**config.mk**
```make
export PLATFORM = sky130hd
export DESIGN_NAME = pipelined_control_unit
export DESIGN_NICKNAME = d
export VERILOG_FILES = /design/src/rtl/riscv_ctrl_pkg.sv /design/src/rtl/pipelined_control_unit_md_sequencer.sv /design/src/rtl/pipelined_control_unit.sv
export SDC_FILE = /design/constraint.sdc
export NUM_CORES = 1
export LEC_CHECK = 0
export CORE_ASPECT_RATIO = 0.75
export CORE_UTILIZATION = 45
export CTS_CLUSTER_DIAMETER = 100
export DETAILED_ROUTE_END_ITERATION = 7
export GPL_ROUTABILITY_DRIVEN = 0
export GPL_TIMING_DRIVEN = 1
export PLACE_DENSITY_LB_ADDON = 0.25
export SETUP_SLACK_MARGIN = 0.1
export SLEW_MARGIN = 20
export SYNTH_ARGS = -nofsm -noshare
export SYNTH_HDL_FRONTEND = slang
export SYNTH_SLANG_ARGS = --single-unit
```
**constraint.sdc**
```tcl
create_clock -name clk -period 2.35 [get_ports clk]
set_input_delay 0.3525 -clock clk [delete_from_list [all_inputs] [get_ports clk]]
set_output_delay 0.3525 -clock clk [all_outputs]
set_load 0.01 [all_outputs]
```
**src/rtl/riscv_ctrl_pkg.sv**
```systemverilog
// Shared encodings for the RISC-V decode-stage control unit: opcodes, ALU codes,
// control field enums, the ID/EX control record and the MUL/DIV sequencer states.
package riscv_ctrl_pkg;

  localparam logic [6:0] OP_LOAD   = 7'b0000011;
  localparam logic [6:0] OP_STORE  = 7'b0100011;
  localparam logic [6:0] OP_BRANCH = 7'b1100011;
  localparam logic [6:0] OP_REG    = 7'b0110011;
  localparam logic [6:0] OP_IMM    = 7'b0010011;
  localparam logic [6:0] OP_JAL    = 7'b1101111;
  localparam logic [6:0] OP_JALR   = 7'b1100111;
  localparam logic [6:0] OP_LUI    = 7'b0110111;
  localparam logic [6:0] OP_AUIPC  = 7'b0010111;

  localparam logic [6:0] F7_BASE   = 7'b0000000;
  localparam logic [6:0] F7_ALT    = 7'b0100000;
  localparam logic [6:0] F7_MULDIV = 7'b0000001;

  localparam logic [4:0] ALU_ADD  = 5'h00;
  localparam logic [4:0] ALU_SUB  = 5'h01;
  localparam logic [4:0] ALU_AND  = 5'h02;
  localparam logic [4:0] ALU_OR   = 5'h03;
  localparam logic [4:0] ALU_XOR  = 5'h04;
  localparam logic [4:0] ALU_SLT  = 5'h05;
  localparam logic [4:0] ALU_SLTU = 5'h06;
  localparam logic [4:0] ALU_SLL  = 5'h07;
  localparam logic [4:0] ALU_SRL  = 5'h08;
  localparam logic [4:0] ALU_SRA  = 5'h09;
  localparam logic [4:0] ALU_LUI  = 5'h0A;
  // M codes are ALU_MUL + funct3, so MUL..REMU occupy 0x10..0x17.
  localparam logic [4:0] ALU_MUL  = 5'h10;
  localparam logic [4:0] ALU_REMU = 5'h17;

  typedef enum logic [2:0] {IMM_I = 3'd0, IMM_S = 3'd1, IMM_B = 3'd2, IMM_J = 3'd3, IMM_U = 3'd4} imm_src_e;
  typedef enum logic [1:0] {RES_ALU = 2'b00, RES_MEM = 2'b01, RES_PC4 = 2'b10} result_src_e;
  typedef enum logic [1:0] {MEM_B = 2'b00, MEM_H = 2'b01, MEM_W = 2'b10} mem_size_e;
  typedef enum logic {MD_IDLE = 1'b0, MD_BUSY = 1'b1} md_state_e;

  typedef struct packed {
    logic        valid;
    logic        illegal;
    logic        reg_write;
    logic        mem_write;
    logic        alu_src;
    logic        branch;
    logic        jump;
    logic        use_pc_a;
    logic        is_jalr;
    result_src_e result_src;
    logic [4:0]  alu_ctrl;
    imm_src_e    imm_src;
    mem_size_e   mem_size;
    logic        mem_unsigned;
    logic        is_md;
  } ctrl_t;

  function automatic logic [4:0] alu_base(input logic [2:0] funct3, input logic alt);
    logic [4:0] code;
    case (funct3)
      3'b000:  code = alt ? ALU_SUB : ALU_ADD;
      3'b001:  code = ALU_SLL;
      3'b010:  code = ALU_SLT;
      3'b011:  code = ALU_SLTU;
      3'b100:  code = ALU_XOR;
      3'b101:  code = alt ? ALU_SRA : ALU_SRL;
      3'b110:  code = ALU_OR;
      default: code = ALU_AND;
    endcase
    return code;
  endfunction

endpackage

```
**src/rtl/pipelined_control_unit_md_sequencer.sv**
```systemverilog
// MUL/DIV E-stage occupancy sequencer: counts down the remaining busy cycles and
// flags the single final-occupancy cycle of a multi-cycle op.
module md_sequencer
  import riscv_ctrl_pkg::*;
(
  input  logic       clk,
  input  logic       reset,
  input  logic       start,
  input  logic [7:0] latency,
  input  logic       load_e,
  input  logic       md_in_e,
  output logic       busy,
  output logic       done
);

  md_state_e  state_q, state_d;
  logic [7:0] cnt_q, cnt_d;
  logic       done_seen_q, done_seen_d;

  assign busy = (state_q == MD_BUSY);
  assign done = md_in_e & ~busy & ~done_seen_q;

  always_comb begin
    // NOTE: every always_comb output gets a default first so no path infers a latch.
    state_d = state_q;
    cnt_d   = cnt_q;
    case (state_q)
      MD_IDLE: begin
        if (start) begin
          state_d = MD_BUSY;
          cnt_d   = latency - 8'd1;
        end
      end
      MD_BUSY: begin
        cnt_d = cnt_q - 8'd1;
        if (cnt_q == 8'd1) state_d = MD_IDLE;
      end
    endcase
  end

  // The flag keeps a stalled op from pulsing done twice; any E load clears it.
  always_comb begin
    done_seen_d = done_seen_q | done;
    if (load_e) done_seen_d = 1'b0;
  end

  always_ff @(posedge clk) begin
    // NOTE: sequential state uses non-blocking assignments so all flops update together.
    if (reset) begin
      state_q     <= MD_IDLE;
      cnt_q       <= 8'd0;
      done_seen_q <= 1'b0;
    end else begin
      state_q     <= state_d;
      cnt_q       <= cnt_d;
      done_seen_q <= done_seen_d;
    end
  end

endmodule

```
**src/rtl/pipelined_control_unit.sv**
```systemverilog
// RISC-V decode-stage control: decodes InstrD (RV32I + optional RV32M) and registers
// the control word into E with stall, flush, valid and MUL/DIV occupancy handling.
module pipelined_control_unit
  import riscv_ctrl_pkg::*;
#(
  parameter int ENABLE_M   = 1,
  parameter int MUL_CYCLES = 2,
  parameter int DIV_CYCLES = 33,
  parameter int ALU_CTRL_W = 5
) (
  input  logic                  clk,
  input  logic                  reset,
  input  logic [31:0]           InstrD,
  input  logic                  ValidD,
  input  logic                  StallE,
  input  logic                  FlushE,
  output logic                  RegWriteE,
  output logic                  MemWriteE,
  output logic                  ALUSrcE,
  output logic                  BranchE,
  output logic                  JumpE,
  output logic                  UsePCEforAE,
  output logic                  isJalrE,
  output logic [1:0]            ResultSrcE,
  output logic [ALU_CTRL_W-1:0] ALUControlE,
  output logic [2:0]            ImmSrcE,
  output logic [1:0]            MemSizeE,
  output logic                  MemUnsignedE,
  output logic                  ValidE,
  output logic                  IllegalE,
  output logic                  MdStallD,
  output logic                  MdDoneE
);

  logic [6:0] opcode, funct7;
  logic [2:0] funct3;
  ctrl_t      dec, ctrl_d, ctrl_q;
  logic       hold, md_busy, md_done, md_start;
  logic [7:0] md_lat;
  logic       unused_instr;

  assign opcode       = InstrD[6:0];
  assign funct3       = InstrD[14:12];
  assign funct7       = InstrD[31:25];
  assign unused_instr = ^{InstrD[24:15], InstrD[11:7]};

  always_comb begin
    dec       = '0;
    dec.valid = 1'b1;
    case (opcode)
      OP_LOAD: begin
        dec.reg_write    = 1'b1;
        dec.alu_src      = 1'b1;
        dec.result_src   = RES_MEM;
        dec.imm_src      = IMM_I;
        dec.alu_ctrl     = ALU_ADD;
        dec.mem_unsigned = funct3[2];
        dec.illegal      = (funct3 == 3'b011) || (funct3[2:1] == 2'b11);
        case (funct3[1:0])
          2'b00:   dec.mem_size = MEM_B;
          2'b01:   dec.mem_size = MEM_H;
          default: dec.mem_size = MEM_W;
        endcase
      end
      OP_STORE: begin
        dec.mem_write = 1'b1;
        dec.alu_src   = 1'b1;
        dec.imm_src   = IMM_S;
        dec.alu_ctrl  = ALU_ADD;
        dec.illegal   = (funct3 > 3'b010);
        case (funct3[1:0])
          2'b00:   dec.mem_size = MEM_B;
          2'b01:   dec.mem_size = MEM_H;
          default: dec.mem_size = MEM_W;
        endcase
      end
      OP_BRANCH: begin
        dec.branch   = 1'b1;
        dec.imm_src  = IMM_B;
        dec.alu_ctrl = funct3[2] ? (funct3[1] ? ALU_SLTU : ALU_SLT) : ALU_SUB;
        dec.illegal  = (funct3[2:1] == 2'b01);
      end
      OP_REG: begin
        dec.reg_write = 1'b1;
        if (funct7 == F7_MULDIV) begin
          dec.alu_ctrl = ALU_MUL | {2'b00, funct3};
          dec.is_md    = 1'b1;
          dec.illegal  = (ENABLE_M == 0);
        end else begin
          dec.alu_ctrl = alu_base(funct3, funct7[5]);
          dec.illegal  = !((funct7 == F7_BASE) ||
                           (funct7 == F7_ALT && (funct3 == 3'b000 || funct3 == 3'b101)));
        end
      end
      OP_IMM: begin
        dec.reg_write = 1'b1;
        dec.alu_src   = 1'b1;
        dec.imm_src   = IMM_I;
        dec.alu_ctrl  = alu_base(funct3, funct7[5] & (funct3 == 3'b101));
      end
      OP_JAL: begin
        dec.reg_write  = 1'b1;
        dec.jump       = 1'b1;
        dec.alu_src    = 1'b1;
        dec.use_pc_a   = 1'b1;
        dec.imm_src    = IMM_J;
        dec.result_src = RES_PC4;
        dec.alu_ctrl   = ALU_ADD;
      end
      OP_JALR: begin
        dec.reg_write  = 1'b1;
        dec.jump       = 1'b1;
        dec.is_jalr    = 1'b1;
        dec.alu_src    = 1'b1;
        dec.imm_src    = IMM_I;
        dec.result_src = RES_PC4;
        dec.alu_ctrl   = ALU_ADD;
      end
      OP_LUI: begin
        dec.reg_write = 1'b1;
        dec.alu_src   = 1'b1;
        dec.imm_src   = IMM_U;
        dec.alu_ctrl  = ALU_LUI;
      end
      OP_AUIPC: begin
        dec.reg_write = 1'b1;
        dec.alu_src   = 1'b1;
        dec.use_pc_a  = 1'b1;
        dec.imm_src   = IMM_U;
        dec.alu_ctrl  = ALU_ADD;
      end
      default: dec.illegal = 1'b1;
    endcase
    // An illegal instruction travels as a valid, side-effect-free slot.
    if (dec.illegal) begin
      dec         = '0;
      dec.valid   = 1'b1;
      dec.illegal = 1'b1;
    end
  end

  assign hold     = StallE | md_busy;
  assign md_lat   = funct3[2] ? 8'(DIV_CYCLES) : 8'(MUL_CYCLES);
  assign md_start = ~hold & ~FlushE & ValidD & dec.is_md & (md_lat > 8'd1);

  always_comb begin
    if (hold)                 ctrl_d = ctrl_q;
    else if (FlushE | ~ValidD) ctrl_d = '0;
    else                      ctrl_d = dec;
  end

  always_ff @(posedge clk) begin
    if (reset) ctrl_q <= '0;
    else       ctrl_q <= ctrl_d;
  end

  md_sequencer u_md_seq (
    .clk     (clk),
    .reset   (reset),
    .start   (md_start),
    .latency (md_lat),
    .load_e  (~hold),
    .md_in_e (ctrl_q.valid & ctrl_q.is_md),
    .busy    (md_busy),
    .done    (md_done)
  );

  assign RegWriteE    = ctrl_q.reg_write;
  assign MemWriteE    = ctrl_q.mem_write;
  assign ALUSrcE      = ctrl_q.alu_src;
  assign BranchE      = ctrl_q.branch;
  assign JumpE        = ctrl_q.jump;
  assign UsePCEforAE  = ctrl_q.use_pc_a;
  assign isJalrE      = ctrl_q.is_jalr;
  assign ResultSrcE   = ctrl_q.result_src;
  assign ALUControlE  = ALU_CTRL_W'(ctrl_q.alu_ctrl);
  assign ImmSrcE      = ctrl_q.imm_src;
  assign MemSizeE     = ctrl_q.mem_size;
  assign MemUnsignedE = ctrl_q.mem_unsigned;
  assign ValidE       = ctrl_q.valid;
  assign IllegalE     = ctrl_q.illegal;
  assign MdStallD     = md_busy;
  assign MdDoneE      = md_done;

endmodule
```
==> flow_summary.yaml <==
outcome:
  status: "finished, final reports clean"
detailed_routing:
  viasPerCell: 5.38
  firstDrtPassIters: 4
  drc: 0
  dr_total_vias: 1678
  wl_mm: 4.21
  ant_nets: 0
  wl_per_cell_microns: 13.5
  drtIter0Drc: 145
die:
  start_util: 0.478
  die_w_microns: 74.5
  die_h_microns: 56.4
  num_rows: 19
  dieArea_sq_um: 4200
  core-area_sq_um: 3710
  pin_count: 61
sta:
  tightest_slew_ns: 0.563
  min_period_ns: 1.98
  fmax_mhz: 504
  max_slew_margin: 0.621
  setup_tns_ns: 0
  rsz0062_at_grt: "no"
  fin_crit_sh: 0.844
  finalMaxSlewViolations: 0
  setup_viol: 0
  hold_viol: 0
  fin_worst_skew_ns: 0.00218
final_layout:
  area_growth_pct: 33.8
  num-nets-final: 298
  diodes: 0
  drive_gt1_frac: 0.146
  final_util: 0.640
clock_network:
  cts_buffer_depth: 2
  postCtsSetupRepairBufs: 0
  clk_pin_slew_ns: 0.07
  cts-resized-gates: 0
  htreeDepth: 2
  clock_latency_ns: 0.29
  cts-root-buf: "clkbuf_8"
  numCtsBuffers: 5
  ctsHoldBuffers: 0
  cts_sinks: 33
  cts_tree: "built"
setup_path:
  timing.rr.start: "u_md_seq.busy"
  required_ns: 2.53
  cp-start-kind: "input pin"
  critPathMaxStageDelay_ns: 0.43
  r2r_cells: 5
  critPathMaxFanout: 9
  cp_slowest_cell: "nor4b_1"
  path_cells: "clkdlybuf4s50_1 -> nor4b_1 -> nand4_1 -> or2_1 -> a31oi_1 -> a21oi_1"
  worstSetupEndpointType: "flop"
  worstReg2RegEnd: "BranchE"
  path_class: "in -> reg"
  critical_path_arrival_ns: 2.16
  cpLargestDelayFamily: "simple AND/OR/NAND/NOR gates"
  r2r_slack_ns: 0.54
  worst-path-buf-inv: 1
yosys:
  yosys_warnings: 0
  netlist_instances: 210
  syn_nets: 249
  synth_common_cells: "33 x dfxtp_1, 24 x nand2_1, 16 x nor2_1"
  async_flop_share: 0
  synth_area_leaders: "dfxtp_1 37%, buf_4 5.9%, nand2_1 5.1%, o21ai_0 3.7%, nor2_1 3.4%"
  ys_types: 58
  ys_seq_elements: 33
  synth_top_area_frac: 0.372
  synth_area_sq_um: 1770
  ys.flop_type: "dfxtp_1"
  syn_avg_cell_area_sq_um: 8.45
  yosysSeqAreaShare: 0.372
  synth_top_cell_by_area: "dfxtp_1"
  synth_edf_count: 0
  yosysMostFrequentCell: "dfxtp_1"
pwr:
  p_seq_frac: 0.508
  p_leak_nw: 0.879
  comb_power_share: 0.114
  power_density_nw_per_um2: 466
  intPower_w: 0.000832
  power.switching_w: 0.000275
  sw_frac_of_total: 0.248
  clkPwrFrac: 0.378
  vdd_drop_max_uv: 232
global_route:
  grt_max_degree: 24
  overflow: 0
  grt_pass1_vias: 1489
  gr-usage-all-layers: 0.219
  grt_pass1_wl_mm: 6.84
  antenna_found_initial: 0
run:
  maxCapViolCount: 0
placement:
  dp_hpwl_mm: 3.15
  numPortBuffers: 45
min_path:
  hold_end: "ImmSrcE[2]"
  hp-class: "reg -> reg"
  holdCritStartpoint: "ImmSrcE[2]"
  hold_path_depth: 2
[worst max path at each step]
stage                from                 to  cells past startpoint
3_5_place_dp   InstrD[28]  u_md_seq.cnt_q[5]                      6
3_3_place_gp   InstrD[28]  u_md_seq.cnt_q[5]                      6
5_1_grt        InstrD[28]  u_md_seq.cnt_q[5]                      6
2_1_floorplan  InstrD[28]  u_md_seq.cnt_q[5]                      6
6_report       InstrD[28]  u_md_seq.cnt_q[5]                      6
4_1_cts        InstrD[28]  u_md_seq.cnt_q[5]                      6
[registers in the layout (all words and copies together) (netlist names)]
signal                count
u_md_seq.cnt_q            8
ALUControlE               5
ImmSrcE                   3
MemSizeE                  2
ResultSrcE                2
ALUSrcE                   1
BranchE                   1
IllegalE                  1
JumpE                     1
MemUnsignedE              1
MemWriteE                 1
RegWriteE                 1
UsePCEforAE               1
ValidE                    1
ctrl_q                    1
isJalrE                   1
u_md_seq.busy             1
u_md_seq.done_seen_q      1
[stage by stage]
stage	setup slack (ns)	area, sq um	cells	hold slack (ns)	power, W
after floorplan	0.663	1770	210	0.425	0.000627
after global placement	0.0731	2290	304	0.436	0.000699
after detailed placement	0.0853	2290	304	0.443	0.000700
after CTS	0.381	2370	312	0.460	0.00112
after global routing	0.207	2370	312	0.481	0.00116
final	0.367	2370	312	0.452	0.00111
[cells by family after synthesis]
logic type	Yosys count	synth area share
compound gates	59	0.239
xor+xnor	1	0.00494
fa+ha+maj	2	0.0141
buf+inv	28	0.0945
flops	33	0.372
simple gates	87	0.275
[power by group through the flow]
stage	Clock, W	Sequential [W]	Combinational, W
finish	0.000418	0.000562	0.000126
global route	0.000460	0.000562	0.000136
CTS	0.000429	0.000562	0.000125
detailed placement	0	0.000575	0.000125
global placement	0	0.000575	0.000124
floorplan	0	0.000575	0.0000517
[cell usage in the layout (no fill, tap or decap), types with 4 or more instances in the layout]
cell type and count:
dfxtp_1 33, a22o_1 5, nand2_1 24, a32o_1 5, o21ai_0 13, inv_1 6, or2_2 4, a21oi_1 10
nand2b_1 5, clkbuf_8 5, clkdlybuf4s50_1 45, nand3_1 5, buf_4 19, nor2_1 16, nor3_1 4
[layout make-up]
cell class	count	area, sq um
tap	52	65.1
clock buffer	5	68.8
timing repair buffer	64	593
fill	319	1340
inverter	6	22.5
sequential	33	661
clock inverter	3	17.5
multi-input combinational	149	946
[routing by layer]
| metal | vias to the layer above | share of wire | track usage |
|---|---|---|---|
| met5 | - | 0 | 0 |
| met4 | 0 | 0.019 | 0.0889 |
| met3 | 7 | 0.078 | 0.0700 |
| met2 | 67 | 0.41 | 0.287 |
| met1 | 753 | 0.49 | 0.323 |
| li1 | 851 | - | - |
[worst reg2reg max path, cell delays in order (launching register included)]
cell and delay, ns:
dfxtp_1 0.31, or4b_4 0.57, nor2_1 0.18, a21boi_4 0.25, nand2_1 0.21, o21ai_0 0.22
Note: power is estimated with default switching activity, not from simulation.
